--- src/rtl/if_stage_fetch_unit.sv ---
// Instruction-fetch stage: owns the PC, reads the zero-latency instruction
// memory and loads the IF/ID pipeline register. It honours hazard stalls and
// downstream redirects, and parks in HALT once the program runs out.
//
// Handshake/control contract: there is no valid/ready pair here. On every
// rising edge exactly one action is taken, chosen by priority
// redirect > stall > normal fetch. A redirect always flushes IF/ID to a bubble.
// A stall freezes every register. The fetch state is visible on halted
// (1 = HALT, 0 = RUN).
module if_stage_fetch_unit #(
  parameter logic [31:0] RESET_PC       = 32'h0000_0000,
  parameter logic [31:0] IMEM_LAST_ADDR = 32'd84,
  parameter logic [31:0] NOP_INSTR      = 32'h0000_0013,
  parameter int          CNT_W          = 16
) (
  input  logic             clk,
  input  logic             reset,
  output logic [31:0]      imem_addr,
  input  logic [31:0]      imem_instr,
  input  logic             stall,
  input  logic             redirect,
  input  logic [31:0]      redirect_target,
  output logic [31:0]      ifid_pc,
  output logic [31:0]      ifid_pc_plus4,
  output logic [31:0]      ifid_instr,
  output logic             ifid_valid,
  output logic             halted,
  output logic             misalign_err,
  output logic [CNT_W-1:0] fetch_count
);

  typedef enum logic {
    ST_RUN  = 1'b0,
    ST_HALT = 1'b1
  } state_t;

  state_t           state_q, state_d;
  logic [31:0]      pc_q, pc_d;
  logic [31:0]      ifid_pc_q, ifid_pc_d;
  logic [31:0]      ifid_pc4_q, ifid_pc4_d;
  logic [31:0]      ifid_instr_q, ifid_instr_d;
  logic             ifid_valid_q, ifid_valid_d;
  logic             misalign_q, misalign_d;
  logic [CNT_W-1:0] cnt_q, cnt_d;

  logic [31:0]      pc_plus4;
  logic             end_of_program;

  // pc+4 wraps naturally in 32 bits; a zero word or an out-of-range PC ends the program
  always_comb begin
    pc_plus4       = pc_q + 32'd4;
    end_of_program = (pc_q > IMEM_LAST_ADDR) || (imem_instr == 32'h0);
  end

  // Next-state and IF/ID load selection: redirect > stall > fetch/halt
  always_comb begin
    state_d      = state_q;
    pc_d         = pc_q;
    ifid_pc_d    = ifid_pc_q;
    ifid_pc4_d   = ifid_pc4_q;
    ifid_instr_d = ifid_instr_q;
    ifid_valid_d = ifid_valid_q;
    misalign_d   = misalign_q;
    cnt_d        = cnt_q;

    if (redirect) begin
      ifid_instr_d = NOP_INSTR;
      ifid_valid_d = 1'b0;
      if (redirect_target[1:0] != 2'b00) begin
        misalign_d = 1'b1;
        state_d    = ST_HALT;
      end else begin
        pc_d    = redirect_target;
        state_d = ST_RUN;
      end
    end else if (!stall) begin
      case (state_q)
        ST_RUN: begin
          if (end_of_program) begin
            state_d      = ST_HALT;
            ifid_instr_d = NOP_INSTR;
            ifid_valid_d = 1'b0;
          end else begin
            ifid_pc_d    = pc_q;
            ifid_pc4_d   = pc_plus4;
            ifid_instr_d = imem_instr;
            ifid_valid_d = 1'b1;
            pc_d         = pc_plus4;
            if (cnt_q != {CNT_W{1'b1}}) begin
              cnt_d = cnt_q + {{(CNT_W-1){1'b0}}, 1'b1};
            end
          end
        end
        ST_HALT: begin
          ifid_instr_d = NOP_INSTR;
          ifid_valid_d = 1'b0;
        end
        default: begin
          state_d = ST_HALT;
        end
      endcase
    end
  end

  // State, PC and IF/ID registers with asynchronous reset
  always_ff @(posedge clk or posedge reset) begin
    if (reset) begin
      state_q      <= ST_RUN;
      pc_q         <= RESET_PC;
      ifid_pc_q    <= 32'h0;
      ifid_pc4_q   <= 32'h0;
      ifid_instr_q <= NOP_INSTR;
      ifid_valid_q <= 1'b0;
      misalign_q   <= 1'b0;
      cnt_q        <= '0;
    end else begin
      state_q      <= state_d;
      pc_q         <= pc_d;
      ifid_pc_q    <= ifid_pc_d;
      ifid_pc4_q   <= ifid_pc4_d;
      ifid_instr_q <= ifid_instr_d;
      ifid_valid_q <= ifid_valid_d;
      misalign_q   <= misalign_d;
      cnt_q        <= cnt_d;
    end
  end

  // Outputs come straight from registers
  always_comb begin
    imem_addr     = pc_q;
    ifid_pc       = ifid_pc_q;
    ifid_pc_plus4 = ifid_pc4_q;
    ifid_instr    = ifid_instr_q;
    ifid_valid    = ifid_valid_q;
    halted        = (state_q == ST_HALT);
    misalign_err  = misalign_q;
    fetch_count   = cnt_q;
  end

endmodule

--- config.mk ---
export PLATFORM = sky130hd
export DESIGN_NAME = if_stage_fetch_unit
export DESIGN_NICKNAME = d
export VERILOG_FILES = /design/src/rtl/if_stage_fetch_unit.sv
export SDC_FILE = /design/constraint.sdc
export NUM_CORES = 1
export LEC_CHECK = 0
export ABC_AREA = 1
export CORE_MARGIN = 1.5
export CORE_UTILIZATION = 58
export DETAILED_ROUTE_END_ITERATION = 6
export DONT_BUFFER_PORTS = 1
export PLACE_DENSITY = 0.84
export SLEW_MARGIN = 25
export SYNTH_ARGS = -nofsm -noshare
export SYNTH_HDL_FRONTEND = slang
export SYNTH_SLANG_ARGS = --single-unit
--- constraint.sdc ---
create_clock -name clk -period 3.92 [get_ports clk]
set_input_delay 0.392 -clock clk [delete_from_list [all_inputs] [get_ports clk]]
set_output_delay 0.392 -clock clk [all_outputs]
set_load 0.01 [all_outputs]
==> results of run 1 <==
Yosys cell counts, types with 6 or more instances:
cell | count | area (sq um)
o21ai_0 | 43 | 215
clkbuf_1 | 16 | 60.1
dfrtp_1 | 142 | 3550
nor3_1 | 6 | 30.0
buf_4 | 9 | 67.6
nor2_1 | 100 | 375
nand3_1 | 47 | 235
nand4_1 | 38 | 238
xor2_1 | 11 | 96.3
a22o_1 | 8 | 70.1
inv_1 | 145 | 544
buf_2 | 10 | 50.1
inv_2 | 8 | 30.0
nand2_1 | 414 | 1550
layout make-up:
type | instances | area (sq um)
clock inverter | 14 | 164
timing repair buffer | 9 | 95.1
inverter | 153 | 578
clock buffer | 18 | 429
sequential | 145 | 3630
multi-input combinational | 692 | 3030
tap | 172 | 215
fill | 1056 | 4430
per-layer routing:
metal | up-vias | track usage, % | wire (um)
met5 | - | 0 | 0
met4 | 0 | 14.6 | 653
met3 | 50 | 8.25 | 1850
met2 | 306 | 50.8 | 9450
met1 | 3116 | 35.4 | 7660
li1 | 3139 | - | -
worst paths after layout:
path                            slack, ps                         end
worst max-delay path                 1410  fetch_count[1]$_DFFE_PP0P_
worst min-delay path                   60    imem_addr[1]$_DFFE_PP0P_
worst max register to register       1410  fetch_count[1]$_DFFE_PP0P_
worst min register to register        540     ifid_pc[15]$_DFFE_PP0P_
max in group asynchronous            2520  ifid_instr[25]$_DFFE_PP0N_
min in group asynchronous             410     ifid_pc[23]$_DFFE_PP0P_
report_power, final:
part / internal (mW) / total [mW] / switching, mW
Sequential: 1.56 / 1.73 / 0.174
Clock: 0.906 / 1.61 / 0.704
Combinational: 0.139 / 0.429 / 0.290
Total: 2.60 / 3.77 / 1.17
repair_timing:
item / CTS / global route
endpoints found under the hold margin: 0 / 9
setup buffers: 0 / 0
hold buffers: 0 / 1
per-stage QoR:
| step | worst slack [ps] | instances | hold WS [ps] | utilization, % |
|---|---|---|---|---|
| 2_1_floorplan | 1710 | 1030 | 501 | - |
| 3_3_place_gp | 1540 | 1169 | 503 | 59.8 |
| 3_5_place_dp | 1520 | 1169 | 506 | 59.8 |
| 4_1_cts | 1430 | 1201 | 56.7 | 64.5 |
| 5_1_grt | 1130 | 1203 | 66.3 | 64.8 |
| 6_report | 1410 | 1203 | 64.8 | 64.8 |
logic make-up after synthesis:
kind of cell,synth area share (%)
and+or+nand+nor,33.6
buffers and inverters,10.6
DFF,48.8
AOI/OAI and AO/OA,4.90
xor gates and xnor gates,1.41
adders and majority gates,0.672
cells in the final DEF (no fill, tap or decap), types with 2 or more instances in the layout:
cell type and count:
inv_1 144, clkinv_8 2, nand4_1 38, dfstp_2 3
dfrtp_1 142, o22ai_1 3, inv_6 5, xor2_1 11
a31oi_1 3, nand2_1 414, clkinvlp_4 3, nand3_1 47
a22o_1 8, ha_1 4, buf_12 2, inv_8 3
nor2_2 4, o21ai_0 43, inv_2 8, o21bai_1 5
clkbuf_16 17, nor3_1 6, buf_4 6, nor2_1 100
flip-flops by register name, summed over array words and instances, names as in the netlist:
signal and flops:
ifid_valid 1, halted 1, ifid_pc 32, imem_addr 32, ifid_instr 32, misalign_err 1, fetch_count 16, ifid_pc_plus4 30
==> run_results.csv, run 1 <==
group,metric,value,unit
worst_setup_path,crit_family,"simple AND/OR/NAND/NOR gates",
pwr,peakVddDrop,0.000251,V
min_path,hp-start,"redirect",
worst_setup_path,cp_max_fo,50,
yosys,syn_inst,1030,
global_routing,grt_pass1_wl,31300,um
routing,antenna_left,0,
timing,tns,0,ps
routing,viasPerCell,5.50,
routing,drt_iter0_drc,511,
final_layout,syn2layout_area_growth,9.29,%
cts,ctsResizeCount,0,
timing,worst_clock_skew,10.7,ps
yosys,ys_ff_latch,145,
worst_setup_path,crit_path_max_incr_delay,480,ps
yosys,async_flop_share,100,%
worst_setup_path,crit_start,"imem_addr[2]$_DFFE_PP0P_",
pwr,leakage,4.54,nW
floorplan,rows,41,
cts,max-clock-path-buffers,2,
global_routing,grt_pass1_vias,6251,
worst_setup_path,crit_cells,10,
placement,globalplace.congestion,0.999,
worst_setup_path,crit_buf_inv,3,
worst_setup_path,critPathSlowestCell,"dfrtp_1",
floorplan,chipHeight,116,um
worst_setup_path,endpoint_kind,"flip-flop",
final_layout,diodes,0,
timing,slew_violations,0,
floorplan,die_area,0.0135,sq mm
cts,cts.reportedPaths.clkPinSlew,60,ps
worst_setup_path,cp.arrival,2810,ps
cts,cts-root-buf,"clkbuf_16",
yosys,ys.flop_type,"dfrtp_1",
cts,cts.sinks,145,
yosys,syn_nets,1102,
yosys,synth_cell_types,28,
pwr,fin_total_pwr,3.77,mW
worst_setup_path,crit_type,"reg -> reg",
routing,first_pass_iters,5,
routing,vias,6611,
yosys,synth-edff-count,0,
cts,clk_latency,430,ps
timing,fmax,399,MHz
pwr,cellPowerDensity,463,mW/mm^2
worst_setup_path,r2r_cells,10,
worst_setup_path,crit_path_frequent_cell,"nand2_1",
worst_setup_path,reg2reg_from,"imem_addr[2]$_DFFE_PP0P_",
floorplan,dieWidth,116,um
global_routing,grt_use_total,30.0,%
timing,rsz0062_at_grt,"false",
placement,place_area,0.00752,sq mm
placement,hpwlAfterDp,14200,um
min_path,whs_path_depth,1,
global_routing,grt_antenna_before_repair,0,
run_status,status,"finished, final reports clean",
floorplan,core,0.0126,sq mm
worst_setup_path,start_kind,"flip-flop",
yosys,syn-cell-area,0.00745,sq mm
routing,avgRoutedWirePerCell,16.3,um
floorplan,io_pins,215,
placement,io_buffer_count,0,
flow_run,maxCapViolations,0,
yosys,synth_sequential_area_ratio,48.8,%
timing,setup_viol,0,
cts,cts_buffers,17,
floorplan,start_util,59.3,%
worst_setup_path,path_cells,"inv_1 > ha_1 > inv_1 > nand3_1 > nand2_1 > nand2_1 > nand3_4 > buf_4 > o21ai_0 > nand2_1",
min_path,min_path_type,"in -> reg",
timing,relSlewSlack,38.5,%
timing,layout_worst_path_cycle_share,63.9,%
worst_setup_path,required,4230,ps
yosys,yosysWarnings,0,
final_layout,layout-drive-gt1-share,5.72,%
global_routing,grt_max_degree,63,
routing,drc,0,
timing,worstMarginPinSlew,922,ps
final_layout,nNetsFinal,1090,
routing,wl,19600,um
final_layout,stdcell_area,0.00814,sq mm
cts,cts_tree,"done",
cts,h-tree-depth,4,
global_routing,grt-ovfl-total,0,
timing,period_needed,2510,ps
timing,hold_violations,0,
yosys,syn_area_per_cell,7.23,sq um
Power figures use the tool's default switching activity.
==> inputs of run 2 (changes only) <==
==> constraint.sdc (replaced) <==
create_clock -name clk -period 2.3 [get_ports clk]
set_input_delay 0.23 -clock clk [delete_from_list [all_inputs] [get_ports clk]]
set_output_delay 0.23 -clock clk [all_outputs]
set_load 0.01 [all_outputs]
==> run_results.csv, run 2 (synthesized netlist as in run 1, its figures left out) <==
group,metric,value,unit
global_routing,grt_pass1_wl,34900,um
worst_setup_path,cp_max_fo,20,
cts,cts_tree,"done",
cts,cts.sinks,145,
routing,drc,0,
timing,hold_violations,1,
routing,antenna_left,0,
flow_run,maxCapViolations,0,
placement,dp.cells,1207,
floorplan,dieWidth,116,um
final_layout,layout_commonest_cell,"nand2_1",
final_layout,syn2layout_area_growth,17.3,%
floorplan,chipHeight,116,um
final_layout,final_util,69.5,%
timing,worst_clock_skew,10.6,ps
timing,rsz0062_at_grt,"false",
timing,layout_worst_path_cycle_share,91.9,%
routing,viasPerCell,5.50,
routing,avgRoutedWirePerCell,17.6,um
cts,h-tree-depth,4,
cts,clk_latency,430,ps
worst_setup_path,critPathSlowestCell,"dfrtp_1",
placement,globalplace.congestion,1.00,
worst_setup_path,crit_path_max_incr_delay,440,ps
floorplan,core,0.0126,sq mm
final_layout,stdcell_area,0.00874,sq mm
worst_setup_path,crit_type,"reg -> reg",
timing,setup_viol,0,
routing,drt_iter0_drc,610,
floorplan,die_area,0.0135,sq mm
final_layout,multi_input_area,0.00303,sq mm
timing,setup_slack,185,ps
timing,worst_hold_slack,-1.18,ps
worst_setup_path,crit_family,"simple AND/OR/NAND/NOR gates",
final_layout,diodes,0,
routing,wl,22400,um
timing,worstMarginPinSlew,786,ps
placement,post-place-ws,200,ps
floorplan,start_util,59.3,%
timing,fmax,473,MHz
final_layout,layout-drive-gt1-share,8.91,%
pwr,cellPowerDensity,771,mW/mm^2
global_routing,grt_max_degree,146,
worst_setup_path,required,2640,ps
cts,cts_buffers,17,
global_routing,grt-ovfl-total,0,
final_layout,layout_common_cells,"nand2_1 (414), inv_1 (144), dfrtp_1 (142), nor2_1 (100), nand3_1 (47)",
worst_setup_path,start_kind,"flip-flop",
final_layout,ff_latch_area,0.00363,sq mm
timing,slew_violations,0,
cts,cts.reportedPaths.clkPinSlew,70,ps
timing,tns,0,ps
timing,relSlewSlack,47.6,%
global_routing,grt_use_total,34.1,%
placement,io_buffer_count,0,
global_routing,grt_pass1_vias,6643,
routing,first_pass_iters,6,
floorplan,io_pins,215,
cts,cts-root-buf,"clkbuf_16",
worst_setup_path,cp.arrival,2450,ps
min_path,min_path_type,"in -> reg",
global_routing,grt_antenna_before_repair,0,
worst_setup_path,crit_buf_inv,2,
run_status,violations,"hold timing",
pwr,peakVddDrop,0.000491,V
routing,dr_wl_met2,10900,um
final_layout,nFillCells,970,
placement,place_area,0.00780,sq mm
routing,vias,7001,
placement,hpwlAfterDp,14700,um
routing,met3RoutedLength,2420,um
cts,max-clock-path-buffers,2,
worst_setup_path,path_cells,"inv_1 > nand2_1 > nor2_1 > nand3_1 > nor2_2 > nand3_4 > inv_1 > nand2_1 > xor2_1",
final_layout,fin_cells,1272,
routing,m1WireLength,8400,um
pwr,fin_total_pwr,6.74,mW
floorplan,rows,41,
pwr,leakage,4.87,nW
run_status,status,"finished with violations",
worst_setup_path,endpoint_kind,"flip-flop",
routing,dr.max_layer_used,"met4",
timing,period_needed,2110,ps
final_layout,nNetsFinal,1159,
==> run 2: cell type report <==
class | count | area share, %
clock buffers | 18 | 4.91
flip-flops and latches | 145 | 41.6
well taps | 172 | 2.46
clock inverters | 14 | 1.90
inverters | 153 | 6.61
repair buffers | 78 | 7.92
multi-input cells | 692 | 34.6
==> run 2: repair_timing <==
item	in CTS	in global routing
gates resized for setup	0	1
hold buffers	31	0
setup buffers	0	2
hold endpoints to repair	170	0
endpoints found under the setup margin	0	10
==> run 2: worst paths after layout <==
| path | start | endpoint | slack [ps] | cells past startpoint |
|---|---|---|---|---|
| hold reg to reg | ifid_pc[26]$_DFFE_PP0P_ | ifid_pc[26]$_DFFE_PP0P_ | 540 | 2 |
| setup / recovery | imem_addr[31]$_DFFE_PP0P_ | fetch_count[12]$_DFFE_PP0P_ | 190 | 9 |
| setup reg to reg | imem_addr[31]$_DFFE_PP0P_ | fetch_count[12]$_DFFE_PP0P_ | 190 | 9 |
| hold / removal | imem_instr[10] | ifid_instr[10]$_DFFE_PP0N_ | -1 | 2 |
| max in group asynchronous | reset | imem_addr[6]$_DFFE_PP0P_ | 1230 | 3 |
| min in group asynchronous | reset | ifid_pc[27]$_DFFE_PP0P_ | 470 | 3 |
==> run 2: layer usage <==
layer  vias up  GRT usage, %
met5         -             0
met4         0          14.9
met3        69          9.96
met2       408          57.8
met1      3254          40.4
li1       3270             -
==> run 2: report_power, final <==
| part | leakage (nW) | internal, mW | total (mW) | switching, mW |
|---|---|---|---|---|
| logic | 2.65 | 0.404 | 1.15 | 0.745 |
| clock network | 0.294 | 1.64 | 2.82 | 1.19 |
| registers | 1.93 | 2.66 | 2.77 | 0.109 |
==> inputs of run 3 (changes only) <==
--- a/config.mk
+++ b/config.mk
@@ -6,10 +6,11 @@
 export NUM_CORES = 1
 export LEC_CHECK = 0
 export ABC_AREA = 1
-export CORE_MARGIN = 1.5
+export CORE_MARGIN = 4
 export CORE_UTILIZATION = 58
 export DETAILED_ROUTE_END_ITERATION = 6
 export DONT_BUFFER_PORTS = 1
+export HOLD_SLACK_MARGIN = 0.08
 export PLACE_DENSITY = 0.84
 export SLEW_MARGIN = 25
 export SYNTH_ARGS = -nofsm -noshare
==> run_results.csv, run 3 (synthesized netlist as in run 1, its figures left out) <==
group,metric,value,unit
global_routing,grt-ovfl-total,0,
pwr,cellPowerDensity,737,mW/mm^2
floorplan,start_util,59.0,%
floorplan,chipHeight,121,um
routing,first_pass_iters,6,
cts,post_cts_buffers,0,
final_layout,nNetsFinal,1180,
timing,period_needed,2080,ps
routing,viasPerCell,5.58,
placement,hpwlAfterDp,15700,um
final_layout,stdcell_area,0.00893,sq mm
timing,relSlewSlack,49.5,%
pwr,leakage,4.93,nW
placement,globalplace.congestion,0.994,
pwr,fin_total_pwr,6.58,mW
routing,avgRoutedWirePerCell,18.2,um
timing,hold_violations,0,
final_layout,syn2layout_area_growth,19.9,%
cts,ctsResizeCount,0,
worst_setup_path,crit_path_frequent_cell,"nand2_1",
final_layout,layout_common_cells,"nand2_1 (414), inv_1 (144), dfrtp_1 (142), nor2_1 (100), dlygate4sd3_1 (62)",
floorplan,rows,41,
timing,setup_slack,222,ps
worst_setup_path,start_kind,"flip-flop",
worst_setup_path,cp_max_fo,6,
cts,max-clock-path-buffers,2,
worst_setup_path,crit_type,"reg -> reg",
final_layout,diodes,0,
min_path,hp-start,"redirect",
timing,worstMarginPinSlew,757,ps
final_layout,layout-drive-gt1-share,7.94,%
final_layout,fin_cells,1293,
placement,place_area,0.00774,sq mm
final_layout,layout_commonest_cell,"nand2_1",
global_routing,grt_max_degree,146,
worst_setup_path,path_cells,"ha_1 > nand3_1 > inv_1 > nand2_1 > inv_1 > nor2_1 > o21ai_0 > nand2_1 > nand4_1 > nand2_1",
floorplan,die_area,0.0147,sq mm
worst_setup_path,cp.arrival,2390,ps
worst_setup_path,required,2620,ps
routing,drc,0,
timing,tns,0,ps
pwr,peakVddDrop,0.000426,V
global_routing,grt_antenna_before_repair,0,
timing,layout_worst_path_cycle_share,90.3,%
routing,vias,7218,
placement,post-place-ws,244,ps
routing,antenna_left,0,
cts,cts_tree,"done",
routing,drt_iter0_drc,729,
floorplan,dieWidth,121,um
global_routing,grt_use_total,32.0,%
floorplan,core,0.0126,sq mm
timing,worst_clock_skew,10.2,ps
worst_setup_path,crit_buf_inv,2,
worst_setup_path,crit_family,"simple AND/OR/NAND/NOR gates",
cts,cts.reportedPaths.clkPinSlew,70,ps
timing,fmax,481,MHz
timing,rsz0062_at_grt,"false",
worst_setup_path,critPathSlowestCell,"dfrtp_1",
routing,wl,23500,um
timing,slew_violations,0,
worst_setup_path,endpoint_kind,"flip-flop",
worst_setup_path,reg2reg_from,"imem_addr[3]$_DFFE_PP0P_",
cts,cts_buffers,17,
cts,cts-root-buf,"clkbuf_16",
placement,dp.cells,1198,
worst_setup_path,crit_start,"imem_addr[3]$_DFFE_PP0P_",
global_routing,grt_pass1_vias,6995,
cts,clk_latency,430,ps
cts,cts.sinks,145,
worst_setup_path,crit_path_max_incr_delay,500,ps
placement,io_buffer_count,0,
flow_run,maxCapViolations,0,
floorplan,io_pins,215,
cts,h-tree-depth,4,
min_path,min_path_type,"in -> reg",
run_status,status,"finished, final reports clean",
timing,setup_viol,0,
final_layout,nFillCells,967,
global_routing,grt_pass1_wl,36600,um
run 3: cell types whose count changed in the layout (fill, tap and decap cells not counted):
cell           change
dlygate4sd3_1     +31
buf_4              -9
clkinv_4           +3
bufinv_16          -2
clkbuf_8           +2
clkinv_2           -2
clkinvlp_4         +2
inv_6              -2
buf_12             -1
buf_2              +1
buf_6              -1
clkbuf_1           -1
run 3: power breakdown:
| group | switching (mW) | leakage, nW | total (mW) | internal (mW) |
|---|---|---|---|---|
| logic | 0.706 | 2.72 | 1.11 | 0.401 |
| clock network | 1.18 | 0.274 | 2.66 | 1.48 |
| registers | 0.160 | 1.93 | 2.82 | 2.66 |
| total | 2.04 | 4.93 | 6.58 | 4.54 |
run 3: repair_timing:
item | 4_1_cts | 5_1_grt
setup endpoints to repair | 0 | 0
endpoints found under the hold margin | 204 | 0
hold buffers | 63 | 0
run 3: path summary, 6_finish.rpt:
check,endpoint,cells past startpoint,slack [ps]
max in group asynchronous,fetch_count[2]$_DFFE_PP0P_,3,1230
max reg2reg,imem_addr[10]$_DFFE_PP0P_,10,220
max,imem_addr[10]$_DFFE_PP0P_,10,220
min in group asynchronous,ifid_pc_plus4[8]$_DFFE_PP0P_,3,530
min,imem_addr[3]$_DFFE_PP0P_,4,100
min reg2reg,ifid_pc[17]$_DFFE_PP0P_,2,540
run 3: metrics by stage:
stage	hold slack, ps	utilization [%]
floorplan	362	-
global route	96.8	70.8
finish	98.8	70.8
global placement	343	61.3
CTS	82.3	70.8
detailed placement	346	61.3
run 3: metal layers:
layer	GRT usage [%]	up-vias	routed length (um)
met4	15.1	0	885
met5	0	-	0
met2	52.5	450	11300
met1	37.7	3362	8620
met3	11.0	91	2700
li1	-	3315	-
run 3: final cells by class:
class                   instances  area [sq um]  share of cell area, %
clock inverters                13           120                   1.34
multi-input cells             692          3030                   33.9
clock buffers                  19           453                   5.07
well taps                     172           215                   2.41
repair buffers                 99           908                   10.2
flip-flops and latches        145          3630                   40.7
inverters                     153           578                   6.47
run 3: worst reg2reg max path, stage by stage (launching register included):
cell and delay (ps):
dfrtp_1 500, ha_1 330, nand3_1 260, inv_1 200
nand2_1 130, inv_1 130, nor2_1 50, o21ai_0 150
nand2_1 70, nand4_1 90, nand2_1 70
